`src/rtl/bit_msg_pkg.sv`:
```
// ---------------------------------------------------------------------------
// bit_msg_pkg
//   Shared constants and types for the bit-reversal message source stage:
//   the data/address widths, the 16-byte message ROM ("FPGA BitReversal"),
//   and a lookup helper.
// ---------------------------------------------------------------------------
package bit_msg_pkg;

    localparam int DATA_W = 8;
    localparam int ADDR_W = 4;
    localparam int DEPTH  = 1 << ADDR_W;

    typedef logic [DATA_W-1:0] byte_t;
    typedef logic [ADDR_W-1:0] addr_t;

    // "FPGA BitReversal", index 0 first
    localparam byte_t MSG_ROM [DEPTH] = '{
        8'h46, 8'h50, 8'h47, 8'h41, 8'h20, 8'h42, 8'h69, 8'h74,
        8'h52, 8'h65, 8'h76, 8'h65, 8'h72, 8'h73, 8'h61, 8'h6C
    };

    localparam addr_t LAST_ADDR = addr_t'(DEPTH - 1);

    function automatic byte_t msg_byte(input addr_t idx);
        return MSG_ROM[idx];
    endfunction

endpackage

```
`src/rtl/msg_ram16x8.sv`:
```
// ---------------------------------------------------------------------------
// msg_ram16x8
//   16 x 8 message RAM with asynchronous clear and a registered, write-first
//   read port. On a write cycle the written byte is echoed on rdata_o one
//   edge later; otherwise the addressed word is read back.
// Ports
//   clk       in   clock, rising edge
//   rst_n     in   async active-low clear of all words and outputs
//   wr_en_i   in   write strobe for addr_i/wdata_i
//   addr_i    in   word address
//   wdata_i   in   write data
//   rdata_o   out  registered read data (write-first)
//   rvalid_o  out  rdata_o holds the byte written on the previous edge
// ---------------------------------------------------------------------------
module msg_ram16x8
    import bit_msg_pkg::*;
(
    input  logic              clk,
    input  logic              rst_n,
    input  logic              wr_en_i,
    input  logic [ADDR_W-1:0] addr_i,
    input  logic [DATA_W-1:0] wdata_i,
    output logic [DATA_W-1:0] rdata_o,
    output logic              rvalid_o
);

    byte_t mem_q [DEPTH];
    byte_t rdata_q;
    byte_t rdata_d;
    logic  rvalid_q;

    always_comb begin
        rdata_d = mem_q[addr_i];
        if (wr_en_i) begin
            rdata_d = wdata_i;
        end
    end

    // Storage is plain flops so the whole array can clear asynchronously.
    always_ff @(posedge clk or negedge rst_n) begin
        if (!rst_n) begin
            for (int i = 0; i < DEPTH; i++) begin
                mem_q[i] <= '0;
            end
            rdata_q  <= '0;
            rvalid_q <= 1'b0;
        end else begin
            if (wr_en_i) begin
                mem_q[addr_i] <= wdata_i;
            end
            rdata_q  <= rdata_d;
            rvalid_q <= wr_en_i;
        end
    end

    assign rdata_o  = rdata_q;
    assign rvalid_o = rvalid_q;

endmodule

```
`src/rtl/bit_message_store.sv`:
```
// ---------------------------------------------------------------------------
// bit_message_store
//   Source stage of the bit-reversal datapath. Replays the 16-byte message
//   one byte per clock, writes each byte into the message RAM and forwards
//   the echoed byte to the bit-reversal stage.
// Ports
//   clk         in   clock, rising edge
//   reset       in   async active-low; deassertion synchronized internally
//   addr        out  RAM address of the byte on bit_out
//   bit_out     out  message byte being written this cycle
//   wr_valid    out  addr/bit_out are a valid write
//   byte_out    out  registered RAM read data (write-first)
//   byte_valid  out  byte_out holds a valid message byte
//   pass_done   out  sticky: every RAM location written at least once
// ---------------------------------------------------------------------------
module bit_message_store
    import bit_msg_pkg::*;
(
    input  logic              clk,
    input  logic              reset,
    output logic [ADDR_W-1:0] addr,
    output logic [DATA_W-1:0] bit_out,
    output logic              wr_valid,
    output logic [DATA_W-1:0] byte_out,
    output logic              byte_valid,
    output logic              pass_done
);

    // Assert asynchronously, release two edges after reset rises.
    logic [1:0] rst_sync_q;
    logic       rst_n;

    always_ff @(posedge clk or negedge reset) begin
        if (!reset) begin
            rst_sync_q <= 2'b00;
        end else begin
            rst_sync_q <= {rst_sync_q[0], 1'b1};
        end
    end

    assign rst_n = rst_sync_q[1];

    addr_t idx_q,       idx_d;
    addr_t addr_q,      addr_d;
    byte_t bit_out_q,   bit_out_d;
    logic  wr_valid_q,  wr_valid_d;
    logic  pass_done_q, pass_done_d;

    always_comb begin
        // idx is ADDR_W wide, so 15 + 1 wraps to 0 with no gap
        idx_d       = idx_q + addr_t'(1);
        addr_d      = idx_q;
        bit_out_d   = msg_byte(idx_q);
        wr_valid_d  = 1'b1;
        // Set on the same edge the RAM commits the write to the last address.
        pass_done_d = pass_done_q | (wr_valid_q && (addr_q == LAST_ADDR));
    end

    always_ff @(posedge clk or negedge rst_n) begin
        if (!rst_n) begin
            idx_q       <= '0;
            addr_q      <= '0;
            bit_out_q   <= '0;
            wr_valid_q  <= 1'b0;
            pass_done_q <= 1'b0;
        end else begin
            idx_q       <= idx_d;
            addr_q      <= addr_d;
            bit_out_q   <= bit_out_d;
            wr_valid_q  <= wr_valid_d;
            pass_done_q <= pass_done_d;
        end
    end

    msg_ram16x8 u_ram (
        .clk      (clk),
        .rst_n    (rst_n),
        .wr_en_i  (wr_valid_q),
        .addr_i   (addr_q),
        .wdata_i  (bit_out_q),
        .rdata_o  (byte_out),
        .rvalid_o (byte_valid)
    );

    assign addr      = addr_q;
    assign bit_out   = bit_out_q;
    assign wr_valid  = wr_valid_q;
    assign pass_done = pass_done_q;

endmodule

```
`config.mk`:
```
export PLATFORM = sky130hd
export DESIGN_NAME = bit_message_store
export DESIGN_NICKNAME = d
export VERILOG_FILES = /design/src/rtl/bit_msg_pkg.sv /design/src/rtl/msg_ram16x8.sv /design/src/rtl/bit_message_store.sv
export SDC_FILE = /design/constraint.sdc
export NUM_CORES = 1
export LEC_CHECK = 0
export CORE_AREA = 5 5 126 104
export DETAILED_ROUTE_END_ITERATION = 8
export DIE_AREA = 0 0 131 109
export PLACE_DENSITY_LB_ADDON = 0.15
export SETUP_SLACK_MARGIN = 0.3
export SYNTH_ARGS = -nofsm -noshare
export SYNTH_HDL_FRONTEND = slang
export SYNTH_SLANG_ARGS = --single-unit
```
`constraint.sdc`:
```
create_clock -name clk -period 5.2 [get_ports clk]
set_input_delay 1.04 -clock clk [delete_from_list [all_inputs] [get_ports clk]]
set_output_delay 1.04 -clock clk [all_outputs]
set_load 0.01 [all_outputs]
```
Word-level counts from Yosys, hierarchy flattened --
Memory sizes are Yosys's and may differ from the RTL's. A register that Yosys moved wholly into a read port is not among the register bits. Cells that the tools add are included.
Word-level totals: bits in registers 149, memory bits (read-only) 128, output and inout bits 23, memories 1
Memory list:
- (name not given) | depth 16, width 8, read ports 1, clocked after Yosys merged registers in 1, write ports 0, RTL line bit_msg_pkg.sv:25 | return MSG_ROM[idx];
Cells by class: add/subtract/negate cells 1, order comparisons 2, equal/unequal tests 1, mux-type cells 7, bitwise operators 3, reduce and logical (&&, ||, !) cells 3
Operators by type and width (number):
- $bwmux W128 | 1
- $bmux W8 S4 | 1
- $demux W8 S4 | 1
- $mux W8 | 4
- $not A4 Y5 | 2
- $ge A5 B5 Y1 const B | 1
- $lt A5 B1 Y1 const B | 1
- $add A4 B1 Y4 const B | 1
- $eq A4 B4 Y1 const B | 1
- $logic_and A1 B1 Y1 | 2
- $logic_not A1 Y1 | 1
- $or A1 B1 Y1 | 1

Depth between registers and ports, before layout --
depth in word-level cells 6, depth in mapped cells 7, mapped depth without buffers 6

By module --
Synthesis repeated with hierarchy kept, for this count alone.
Unflattened totals: cells, all modules 479, area total of the unflattened synthesis 6969.2 µm²
Modules (own cells, without submodules):
- msg_ram16x8 | instances 1, cells each 428, area an instance 6237.2 µm²
- bit_message_store | instances 1, cells each 51, area an instance 732.0 µm²

Worst setup path before layout --
Ideal clock, no wire load.
kind flip-flop to flip-flop, from register addr_q[3] (netlist: addr[3]), to register u_ram.mem_q[64] (netlist bit), library setup time 0.125 ns, arrival 1.548 ns, required time 5.075 ns, path slack 3.528 ns, cell stages (with the launch flop) 5, period minus slack after synthesis 1.672 ns, path through dfrtp_1 > buf_4 > nand3b_1 > nor2_2 > mux2_2
On the way: longest elaborated chain between the ends 6
Ends and longest elaborated chain:
- start: declaration | RTL line bit_message_store.sv:44 | addr_t addr_q, addr_d;
- start signal: assignment | RTL line bit_message_store.sv:68 | addr_q <= addr_d;
- $not A4 Y5 (not written as such) (*) | RTL line msg_ram16x8.sv:49 | mem_q[addr_i] <= wdata_i;
- $ge A5 B5 Y1 (not written as such) / $lt A5 B1 Y1 (equally long branches) | RTL line msg_ram16x8.sv:49
- $logic_and A1 B1 Y1 (not written as such) | RTL line msg_ram16x8.sv:49
- $mux W8 (not written as such) | RTL line msg_ram16x8.sv:49
- $demux W8 S4 (*) | RTL line msg_ram16x8.sv:49
- $bwmux W128 (*) | RTL line msg_ram16x8.sv:49
- end signal: indexed assignment | RTL line msg_ram16x8.sv:49
- end: declaration | RTL line msg_ram16x8.sv:27 | byte_t mem_q [DEPTH];
Mark *: on every way between the ends. The rest lies on a longest branch, timed or not. A chain may end at the register's enable or synchronous reset.

Worst setup path after layout --
from register addr_q[1] (netlist: addr[1]), to output port addr[1]
RTL lines:
- end: declaration | RTL line bit_message_store.sv:21 | output logic [ADDR_W-1:0] addr,
No word-level cell between the ends.

==> flow_metrics.tcl <==
set metrics [dict create \
    place_area_um2 6529 \
    hold_depth 0 \
    design_area_um2 7106 \
    synth_cell_types 43 \
    fin_nets 468 \
    synth_area_leaders "sky130_fd_sc_hd__dfrtp_1 (56%), sky130_fd_sc_hd__mux2_2 (20%), sky130_fd_sc_hd__mux2i_1 (7.0%)" \
    setup_viol 0 \
    placement.io_buffers 22 \
    grt_pass1_vias 3828 \
    worst_clock_skew_ps 7.935 \
    ctsHtreeMaxLevel 4 \
    syn_area_um2 6256 \
    timing.reg2reg.setup_slack_ps 2730 \
    clock-sinks 139 \
    outcome "completed" \
    rows 36 \
    clock_tree.root_cell "sky130_fd_sc_hd__clkbuf_16" \
    terminus_of_the_critical_flop_to_flop_path "u_ram.mem_q[75]$_DFFE_PN0P_" \
    area_occupied_by_multi_input_gates_um2 2597 \
    yosysTopAreaCellShare 0.5560 \
    synth_sequential_area_ratio 0.5560 \
    final-hold-violation-count 0 \
    grt_start_max_net_pins 86 \
    end_kind "output pin" \
    worstReg2RegStart "addr[1]$_DFF_PN0_" \
    launch_instance_of_the_worst_min_delay_path "rst_sync_q[0]$_DFF_PN0_" \
    max-clock-path-buffers 2 \
    yosysWarningCount 0 \
    count_of_flip_flops_with_a_built_in_enable_after_synthesis 0 \
    r2r.worst_path.cells 4 \
    timing.setup.critical_path_class "flop to output pin" \
    netlist.top_cell.by_area "sky130_fd_sc_hd__dfrtp_1" \
    cts_tree "yes" \
    yosys_register_bits 139 \
    area_occupied_by_registers_um2 3483 \
    gp_congestion 0.7775 \
    holdCritPathClass "flop to flop" \
    drt.antenna.violating_nets 0 \
    die_x_um 131 \
    flow.area_growth_from_synthesis_pct 13.58 \
    critical_path_arrival_ps 2160 \
    synth_common_cells "sky130_fd_sc_hd__dfrtp_1 (139), sky130_fd_sc_hd__mux2_2 (111), sky130_fd_sc_hd__mux2i_1 (44)" \
    drt-pass1-iter-count 5 \
    detail_route.wl_per_cell_um 20.68 \
    track_usage 0.1998 \
    via_per_instance_ratio 5.726 \
    max-vdd-ir-drop_v 0.0002458 \
    max_cap_violations 0 \
    cp-start-kind "flop" \
    synth.most_common_cell "sky130_fd_sc_hd__dfrtp_1" \
    holdPathEnd "rst_sync_q[1]$_DFF_PN0_" \
    detail_route.iter0.violations 210 \
    leakage_power_nw 3.171 \
    clk_slew_on_worst_s_h_paths_ps 60 \
    syn_inst 445 \
    setup_repair_after_global_routing_missed_its_margin "false" \
    asyncSetResetFlopFracSynth 1.000 \
    finalWorstPathRequiredPeriod_ps 3197 \
    drive_above_1_share 0.3636 \
    post_cts.repair.setup_buffers 0 \
    fillerInstances 933 \
    detailedPlacementHpwl_um 8312 \
    worstPathRequired_ps 4160 \
    core_box_area_um2 11800 \
    power_density_of_the_placed_cells_nw_per_um2 330.0 \
    timing.final.crit_share 0.6148 \
    die_height_um 109 \
    maxClockFrequency_mhz 312.8 \
    finalSetupTns_ps 0 \
    timing.final.max_slew_violations 0 \
    syn_area_per_cell_um2 14.06 \
    maxSlewHeadroom 0.3098 \
    detail_route.wirelength_um 12930 \
    clk-insertion-delay-late_ps 410 \
    max_slew.worst_pin.slew_ps 1035 \
    cts_inserted_buffers 17 \
    grt_antenna_before_repair 0 \
    design.portCount 25 \
    grt-ovfl-total 0 \
    diodes 0 \
    ctsHoldBuffers 0 \
    grt_pass1_wl_um 21270 \
    routed-via-count 3579 \
    dominantRegCellSynth "sky130_fd_sc_hd__dfrtp_1" \
    critPathMaxFanout 25 \
    floorplan.initialDensity 0.5301 \
    fp.dieArea_um2 14280 \
    count_of_unresolved_drc_violations_after_routing 0 \
    post_cts_resized 0 \
]
## power by group
group | switching (mW) | leakage [nW] | internal, mW
Sequential | 0.0192 | 1.64 | 1.10
Combinational | 0.0289 | 1.26 | 0.0280
Clock | 0.456 | 0.275 | 0.710
## cell usage in the layout (no fill, tap or decap), types with 4 or more instances in the layout
cell type and instances:
sky130_fd_sc_hd__ha_1 5, sky130_fd_sc_hd__clkinv_4 5, sky130_fd_sc_hd__conb_1 4, sky130_fd_sc_hd__o21ai_0 6, sky130_fd_sc_hd__clkbuf_16 17, sky130_fd_sc_hd__inv_1 4, sky130_fd_sc_hd__mux4_2 7, sky130_fd_sc_hd__nor2b_1 8
sky130_fd_sc_hd__clkdlybuf4s50_1 22, sky130_fd_sc_hd__o22ai_1 9, sky130_fd_sc_hd__a21oi_1 8, sky130_fd_sc_hd__mux2i_1 44, sky130_fd_sc_hd__nand3b_1 5, sky130_fd_sc_hd__nor3_1 6, sky130_fd_sc_hd__nor2_2 11, sky130_fd_sc_hd__dfrtp_1 137
sky130_fd_sc_hd__nand2_1 6, sky130_fd_sc_hd__mux2_2 111, sky130_fd_sc_hd__o32ai_1 6, sky130_fd_sc_hd__nand2b_1 5
## area by class of cell
type	instances	area share
timing repair buffer	25	0.03416
sequential	139	0.4902
clock inverter	12	0.02025
clock buffer	19	0.06093
inverter	4	0.002113
tap	152	0.02677
multi-input combinational	274	0.3656
## layer usage
| metal | GRT usage | wire length (um) |
|---|---|---|
| met5 | 0 | 0 |
| met4 | 0.07342 | 151 |
| met2 | 0.2964 | 6034 |
| met1 | 0.2877 | 6103 |
| met3 | 0.04701 | 637 |
## worst max path at each step
stage / cells after the start / end / start
CTS: 2 / addr[1] / addr[1]$_DFF_PN0_
global placement: 2 / addr[1] / addr[1]$_DFF_PN0_
global route: 2 / addr[1] / addr[1]$_DFF_PN0_
finish: 2 / addr[1] / addr[1]$_DFF_PN0_
floorplan: 0 / addr[0]$_DFF_PN0_ / rst_sync_q[1]$_DFF_PN0_
detailed placement: 2 / addr[1] / addr[1]$_DFF_PN0_
## critical path, cell delays in order (launching register included)
cell and delay, ps:
sky130_fd_sc_hd__dfrtp_1 650, sky130_fd_sc_hd__buf_4 460, sky130_fd_sc_hd__clkdlybuf4s50_1 620
## flip-flops by register name, summed over array words and instances, names as in the netlist
register	flops
u_ram.mem_q	112
bit_out	7
u_ram.rdata_o	7
addr	4
addr_d	4
rst_sync_q	2
pass_done	1
u_ram.rvalid_o	1
wr_valid	1
## metrics by stage
step	util	setup slack, ps	cells	total power, mW	hold slack [ps]
CTS	0.6021	1970	625	2.373	357.6
finish	0.6021	2003	625	2.345	352.8
floorplan	-	1040	447	1.178	331.2
detailed placement	0.5532	2421	594	1.200	340.2
global route	0.6021	1876	625	2.434	377.1
global placement	0.5532	2444	594	1.198	341.4
## logic make-up after synthesis
group / Yosys count / synth area share
compound gates: 43 / 0.04560
xor+xnor: 1 / 0.001400
fa+ha+maj: 5 / 0.01000
buf+inv: 34 / 0.03000
flops: 139 / 0.5560
mux: 163 / 0.2972
other cells: 2 / 0.001200
simple gates: 58 / 0.05860
Note: power is estimated with default switching activity, not from simulation.
